**src/rtl/regfile_scoreboard.sv**
```systemverilog
// Register file with per-register busy scoreboard, NUM_READ combinational read ports and a registered debug port.
// Optional same-cycle write-back forwarding to the read ports when REGFILE_BYPASS_EN is defined.
module regfile_scoreboard #(
  parameter int DATA_WIDTH = 32,
  parameter int ADDR_WIDTH = 5,
  parameter int NUM_READ   = 2
) (
  input  logic                           clock,
  input  logic                           reset_n,
  input  logic [NUM_READ*ADDR_WIDTH-1:0] rs_addr,
  output logic [NUM_READ*DATA_WIDTH-1:0] rs_data,
  output logic [NUM_READ-1:0]            rs_busy,
  input  logic                           issue_valid,
  input  logic [ADDR_WIDTH-1:0]          issue_rd,
  input  logic                           wb_valid,
  input  logic [ADDR_WIDTH-1:0]          wb_rd,
  input  logic [DATA_WIDTH-1:0]          wb_data,
  output logic                           stall,
  output logic [ADDR_WIDTH:0]            pending_count,
  input  logic [ADDR_WIDTH-1:0]          dbg_addr,
  output logic [DATA_WIDTH-1:0]          dbg_data
);

  localparam int DEPTH = 1 << ADDR_WIDTH;
  localparam int CW    = ADDR_WIDTH + 1;

  logic [DATA_WIDTH-1:0] regs [DEPTH];
  logic [DEPTH-1:0]      busy;
  logic [CW-1:0]         count;
  logic                  wb_en;
  logic                  issue_en;
  logic                  set_new;
  logic                  clr_old;
  logic [DATA_WIDTH-1:0] dbg_next;

  // Register 0 is never written and never marked busy, so it reads 0 for free.
  assign wb_en    = wb_valid && (wb_rd != '0);
  assign issue_en = issue_valid && (issue_rd != '0);

  // Count tracks busy transitions, not requests: re-issue or write-back to an idle reg is net 0.
  assign set_new  = issue_en && !busy[issue_rd];
  assign clr_old  = wb_en && busy[wb_rd] && !(issue_en && (issue_rd == wb_rd));

  assign dbg_next = (wb_en && (wb_rd == dbg_addr)) ? wb_data : regs[dbg_addr];

  always_ff @(posedge clock or negedge reset_n) begin
    if (!reset_n) begin
      for (int unsigned i = 0; i < DEPTH; i++) begin
        regs[ADDR_WIDTH'(i)] <= '0;
      end
      busy     <= '0;
      count    <= '0;
      dbg_data <= '0;
    end else begin
      if (wb_en) begin
        regs[wb_rd] <= wb_data;
        busy[wb_rd] <= 1'b0;
      end
      // Later assignment wins, so an issue to the write-back target keeps it busy.
      if (issue_en) begin
        busy[issue_rd] <= 1'b1;
      end
      count    <= count + CW'(set_new) - CW'(clr_old);
      dbg_data <= dbg_next;
    end
  end

  assign pending_count = count;
  assign stall         = |rs_busy;

  for (genvar g = 0; g < NUM_READ; g++) begin : g_read
    logic [ADDR_WIDTH-1:0] addr;
    assign addr = rs_addr[g*ADDR_WIDTH +: ADDR_WIDTH];
`ifdef REGFILE_BYPASS_EN
    logic hit;
    assign hit = wb_en && (wb_rd == addr);
    assign rs_data[g*DATA_WIDTH +: DATA_WIDTH] = hit ? wb_data : regs[addr];
    assign rs_busy[g] = hit ? (issue_en && (issue_rd == addr)) : busy[addr];
`else
    assign rs_data[g*DATA_WIDTH +: DATA_WIDTH] = regs[addr];
    assign rs_busy[g] = busy[addr];
`endif
  end

endmodule

```
**config.mk**
```make
export PLATFORM = sky130hd
export DESIGN_NAME = regfile_scoreboard
export DESIGN_NICKNAME = d
export VERILOG_FILES = /design/src/rtl/regfile_scoreboard.sv
export SDC_FILE = /design/constraint.sdc
export NUM_CORES = 2
export LEC_CHECK = 0
export CAP_MARGIN = 30
export CORE_AREA = 2 2 409 411
export DETAILED_ROUTE_END_ITERATION = 12
export DIE_AREA = 0 0 411 413
export GPL_TIMING_DRIVEN = 0
export PLACE_DENSITY = 0.56
export SYNTH_ARGS = -nofsm -noshare
export SYNTH_HDL_FRONTEND = slang
export SYNTH_SLANG_ARGS = --single-unit
```
**constraint.sdc**
```tcl
create_clock -name clock -period 3.1 [get_ports clock]
set_input_delay 0.31 -clock clock [delete_from_list [all_inputs] [get_ports clock]]
set_output_delay 0.31 -clock clock [all_outputs]
set_load 0.05 [all_outputs]
```
* After elaboration in Yosys (flattened, before gate mapping) *
Cells that the tools add are included.

operators by class
  add/subtract/negate cells = 2
  order comparisons = 11
  eq/ne operators = 2
  muxes and demuxes = 27
  bitwise logic cells = 7
  reductions and logical operators = 15

operators with widths
  cell                number
  $bwmux 1024         1
  $bmux 32 s5         3
  $mux 32             10
  $demux 32 s5        1
  $and 32x32->32      1
  $not 32->32         1
  $or 32x32->32       1
  $ge 6x6->1 const B  4
  $lt 5x6->1 const B  4
  $not 5->6           4
  $bmux 1 s5          4
  $demux 1 s5         2
  $eq 5x5->1          2
  $ge 5x1->1 const B  2
  $logic_and 1x1->1   10
  $reduce_bool 5->1   2
  $add 6x1->6         1
  $lt 6x1->1 const B  1
  $mux 1              6
  $sub 6x1->6         1
  $logic_not 1->1     2
  $reduce_or 2->1     1

storage, ports and cells
  bits in registers = 1094
  input bits = 61
  output and inout bits = 105
  word-level logic and storage cells = 99

* Depth between registers and ports, before layout *
  word-level depth = 9
  depth in mapped cells = 15
  mapped depth without buffers = 13

* Least setup slack after synthesis *
Ideal clock, no wire load.

  path type = input to register
  start = in issue_rd[0]
  end = reg count[4], in the netlist pending_count[4]
  library setup time = 0.123 ns
  arrival time = 3.187 ns
  required time = 2.977 ns
  slack = -0.209 ns
  stages on the path = 14
  buffers on the path = 1
  cells stage by stage = buf_2 mux4_2 mux4_2 nor2b_1 a211o_1 ha_1 inv_1 ha_1 inv_1 fa_1 inv_1 a21o_1 a21oi_1 xnor2_1

on the way
  cells in the longest elaborated chain, start to end = 6
  elaborated cells between the ends (all ways) = 12

RTL lines
  item                                                                      RTL line  text
  from (decl)                                                               14        input logic [ADDR_WIDTH-1:0] issue_rd,
  $bmux 1 s5 / $reduce_bool 5->1 (equally long branches)                    41, 38
  $mux 1 (implied by the code) / $logic_and 1x1->1 (equally long branches)  41, 38
  $logic_not 1->1 / $logic_and 1x1->1 (equally long branches)               41, 42
  $logic_and 1x1->1 / $logic_not 1->1 (equally long branches)               41, 42
  $add 6x1->6 / $logic_and 1x1->1 (equally long branches)                   63, 42
  $sub 6x1->6 (*)                                                           63        count <= count + CW'(set_new) - CW'(clr_old);
  to (signal assigned)                                                      63
  to (decl)                                                                 29        logic [CW-1:0] count;

Every way passes the cells marked *; elsewhere a longest branch is shown, timed or not. The select of a mux whose other input is x is not followed.
A chain may end at the register's enable or synchronous reset.

* Final worst setup path *
  start = in dbg_addr[4]
  end = reg dbg_data[15]

on the way
  cells in the longest elaborated chain, start to end = 5
  elaborated cells between the ends (all ways) = 7

RTL lines
  item                                        RTL line  text
  from (decl)                                 20        input logic [ADDR_WIDTH-1:0] dbg_addr,
  $not 5->6 (implied by the code)             44        assign dbg_next = (wb_en && (wb_rd == dbg_addr)) ? wb_data : regs[dbg_addr];
  $bmux 32 s5                                 44
  $mux 32 (implied by the code) (2 in a row)  44
  $mux 32 (*)                                 44
  net dbg_next[15]                            34        logic [DATA_WIDTH-1:0] dbg_next;
  to (signal assigned)                        64        dbg_data <= dbg_next;
  to (decl)                                   21        output logic [DATA_WIDTH-1:0] dbg_data

The timed path passes the listed nets; every way through them passes the cells marked *. The select of a mux whose other input is x is not followed.

==> results.md <==
- The proportion of netlist area held by the largest area contributor is 41.7%.
- The residual DRC count is 0.
- The ratio of total power to cell area is 670 nW/um2.
- The worst-case IR drop observed on VDD is 638 uV.
- The leakage power of the design is 32.4 nW.
- The count of final hold-check violations is 144.
- The die width is 411 um.
- The via count of the first global-routing pass is 46700.
- Summing over every cut layer, the via total after detailed routing is 47900.
- The sequential standard cell area is 27400 um2.
- The initial standard-cell utilization of the core is 39.6%.
- For the worst setup path, the data arrival time is 3.98 ns.
- For this run, the post-layout net count is 4656.
- Using the TritonRoute via totals, the vias-per-cell ratio works out to 6.95.
- Buffers inserted during clock tree synthesis total 135.
- The pre-antenna-repair detailed-routing pass consisted of 6 iterations.
- The worst path in the final design needs a cycle of 3.29 ns, including I/O delays and setup.
- The total wire length is 297 mm.
- Clock-pin slew was measured on the worst setup and hold paths at 0.06 ns.
- In this run, synthesis produced a sequential element count of 1094.
- In the final routed layout, each cell accounts on average for 43.0 um.
- The design draws 0.0518 W.
- The longest clock path from root to sink contains 3 buffers.
- Measured against the total synthesized area, the mux share comes to 50.2%.
- Entering global routing, the biggest net connects 168 pins.
- The maximum clock skew at final layout is 0.0284 ns.
- The share of the clock period used by the worst path after layout is 106%.
- The multi-input combinational cells in the finished layout cover a total of 36300 um2.
- Measured along the y axis, the die boundary spans 413 um.
- At the end of routability-driven placement, the weighted congestion stood at 0.999.
- Of the total synthesized cell area, the portion taken by full adders, half adders and majority gates is 0.145%.
- The share of the Yosys chip area taken by registers is 41.7%.
- Among all cell types in the netlist, the one instantiated most often is mux2_2.
- The tree built by TritonCTS fans out to 1094 sinks.
- The number of enable-type register cells in the synthesized netlist is 0.
- The critical path in this run is classified as in -> reg.
- The nature of the critical path startpoint is an input pin.
- Measured on the finished design, the core utilization comes to 46.6%.
- The average cell area after synthesis is 15.8 um2.
- The tightest hold path in the finished design has a slack of -0.540 ns.
- The first routing iteration left 6851 violations.
- The total global routing overflow is 0.
- The initial antenna violation count is 17.
- Static timing analysis puts the maximum clock frequency at 304 MHz.
- By area, the combinational part of the netlist is dominated by multiplexers.
- The flow ran to the end, but the final reports show violations.
- Across the run, the number of max-cap violations was 0.
- Measured against its own limit, the worst slew margin works out to 21.8%.
- Setup repair after global routing could not meet its margin everywhere.
- The first-pass GRT wire length is 399 mm.
- The proportion of synthesized flip-flops having asynchronous set or reset is 100%.
- The number of nets with antenna violations after detailed routing is 0.
- The level count of the clock H-tree is 4.
- Sorting the synthesized cells by how often they occur yields mux2_2 (1111), dfrtp_1 (1094), mux4_2 (869).
- The fill cell total of the finished layout is 14700.
- Along the worst path, the maximum fanout reaches 10.
- After synthesis, the netlist uses 49 different library cells.
- The number of nets in the synthesized netlist is 4222.
- The finished layout holds 6902 standard cells, fillers aside.
- The xor/xnor cell area share of the yosys netlist is 0.200%.
- The root buffer cell chosen for the clock tree is clkbuf_16.
- The clock network latency to the later pin of the worst-skew pair is 0.82 ns.
- The placed wire-length estimate after detailed placement is 213 mm.
- The checks that failed: negative hold slack, negative setup slack.
- The number of rows in the core area is 150.
- The floorplan step defined a core boundary enclosing 166000 um2.
- During synthesis, Yosys emitted a total of 0 warnings.
- The worst-margin pin slew is 1.17 ns.
- The most instantiated flip-flop cell in the synthesis netlist is dfrtp_1.
- The aggregate global-route resource usage is 34.8%.
- TritonCTS built the clock tree.
- Once routing completed, OpenROAD measured the worst setup slack at -0.189 ns.
- Counting every instance in the synthesized netlist gives 4154.
- 166 I/O pins were placed.
- The area of the mapped netlist is 65700 um2.
- The required time at the worst-slack endpoint is 3.79 ns.
- The die covers 170000 um2.
- The total non-filler cell area in the finished layout is 77300 um2.
- The cell total after placement is 6610.
- The count of port buffers added during placement is 150.
- The post-synthesis compound-gate area fraction is 2.90%.
- The area share of and/or/nand/nor cells after synthesis is 1.38%.
- By area the synthesized netlist is led by dfrtp_1 (42%), mux4_2 (30%), mux2_2 (19%), clkbuf_1 (1.6%), mux2i_1 (1.4%).
- In the final layout, the share of cells above drive strength 1 is 57.2%.
- STA classifies the critical path endpoint as a flop.
- The path class of the lowest-slack min-delay path is in -> async.
- Setup violations remaining at the end of the flow were counted as 49.
- The cell area reported after detailed placement is 71500 um2.
- The number of max-slew violations in the final report is 0.
- The biggest area contributor in the post-synthesis netlist is dfrtp_1.
- Relative to the synthesized area, the layout overhead comes to 17.8%.
-- per-layer routing --
metal  share of wire, %  global-route usage [%]
met3                 14                    15.9
met2                 42                    48.7
met5              0.027                       0
met4                6.2                    17.8
met1                 38                    45.4
-- layout by cell type (no fill, tap or decap), types with 53 or more instances in the layout --
cell type	count
buf_4	89
buf_6	109
o22ai_1	75
clkbuf_1	238
mux4_2	869
buf_8	80
clkdlybuf4s50_1	81
buf_2	102
mux2_4	53
mux2_2	1058
dfrtp_1	1094
nand2_1	55
mux2i_1	90
clkbuf_16	141
-- through the flow --
step | setup slack [ns] | TNS [ns]
5_1_grt | -0.168 | -3.22
3_5_place_dp | -1.81 | -450.79
2_1_floorplan | 0.0176 | 0
4_1_cts | -0.124 | -1.72
6_report | -0.189 | -3.91
3_3_place_gp | -50.10 | -
-- logic make-up after synthesis --
logic type,Yosys count
multiplexers,2070
flip-flops,1094
buffers and inverters,519
AO/OA/AOI/OAI,278
AND/OR/NAND/NOR,171
XOR/XNOR,15
adder cells (fa/ha/maj),7
-- where the power goes --
part / total (W) / switching, W / internal [W] / leakage (nW)
Sequential: 0.0197 / 0.00272 / 0.0170 / 14.0
Combinational: 0.0152 / 0.00733 / 0.00790 / 16.1
Clock: 0.0169 / 0.00685 / 0.0100 / 2.28
Total: 0.0518 / 0.0169 / 0.0349 / 32.4
-- worst paths after layout --
kind                              from          endpoint  slack [ns]  cells after the start
max                        dbg_addr[4]      dbg_data[15]       -0.19                      8
min                            reset_n         regs[187]       -0.54                      1
max reg2reg                    busy[2]  pending_count[5]       -0.04                     12
min reg2reg                 regs[1014]        regs[1014]        0.50                      1
max in group asynchronous      reset_n         regs[562]        0.55                      5
min in group clock         issue_rd[4]          busy[22]        0.15                      3
-- state kept, by name, indices dropped and copies added (netlist names) --
register       count
busy              32
regs            1024
pending_count      6
dbg_data          32
-- cell type report --
type,count,area share [%]
inverters,15,0.0728
well taps,2204,3.57
clock inverters,51,0.838
diodes,5,0.0162
multi-input cells,2541,47.0
clock buffers,191,5.14
flip-flops and latches,1094,35.4
repair buffers,300,4.53
plain buffers,501,3.43
-- repair_timing --
action                                  4_1_cts  5_1_grt
hold endpoints to repair                    119      119
pin swaps                                    10        1
endpoints found under the setup margin      102       73
resized for setup                           638       73
setup buffers                                24       19
-- worst max-delay path, cell delays in order --
cell and delay [ns]:
clkdlybuf4s50_1 0.60, buf_2 0.33, inv_1 0.29, nand3b_1 0.35, clkbuf_1 0.77, o22ai_1 0.21
nor3_1 0.67, a22o_1 0.44
(Power assumes the default switching activity.)
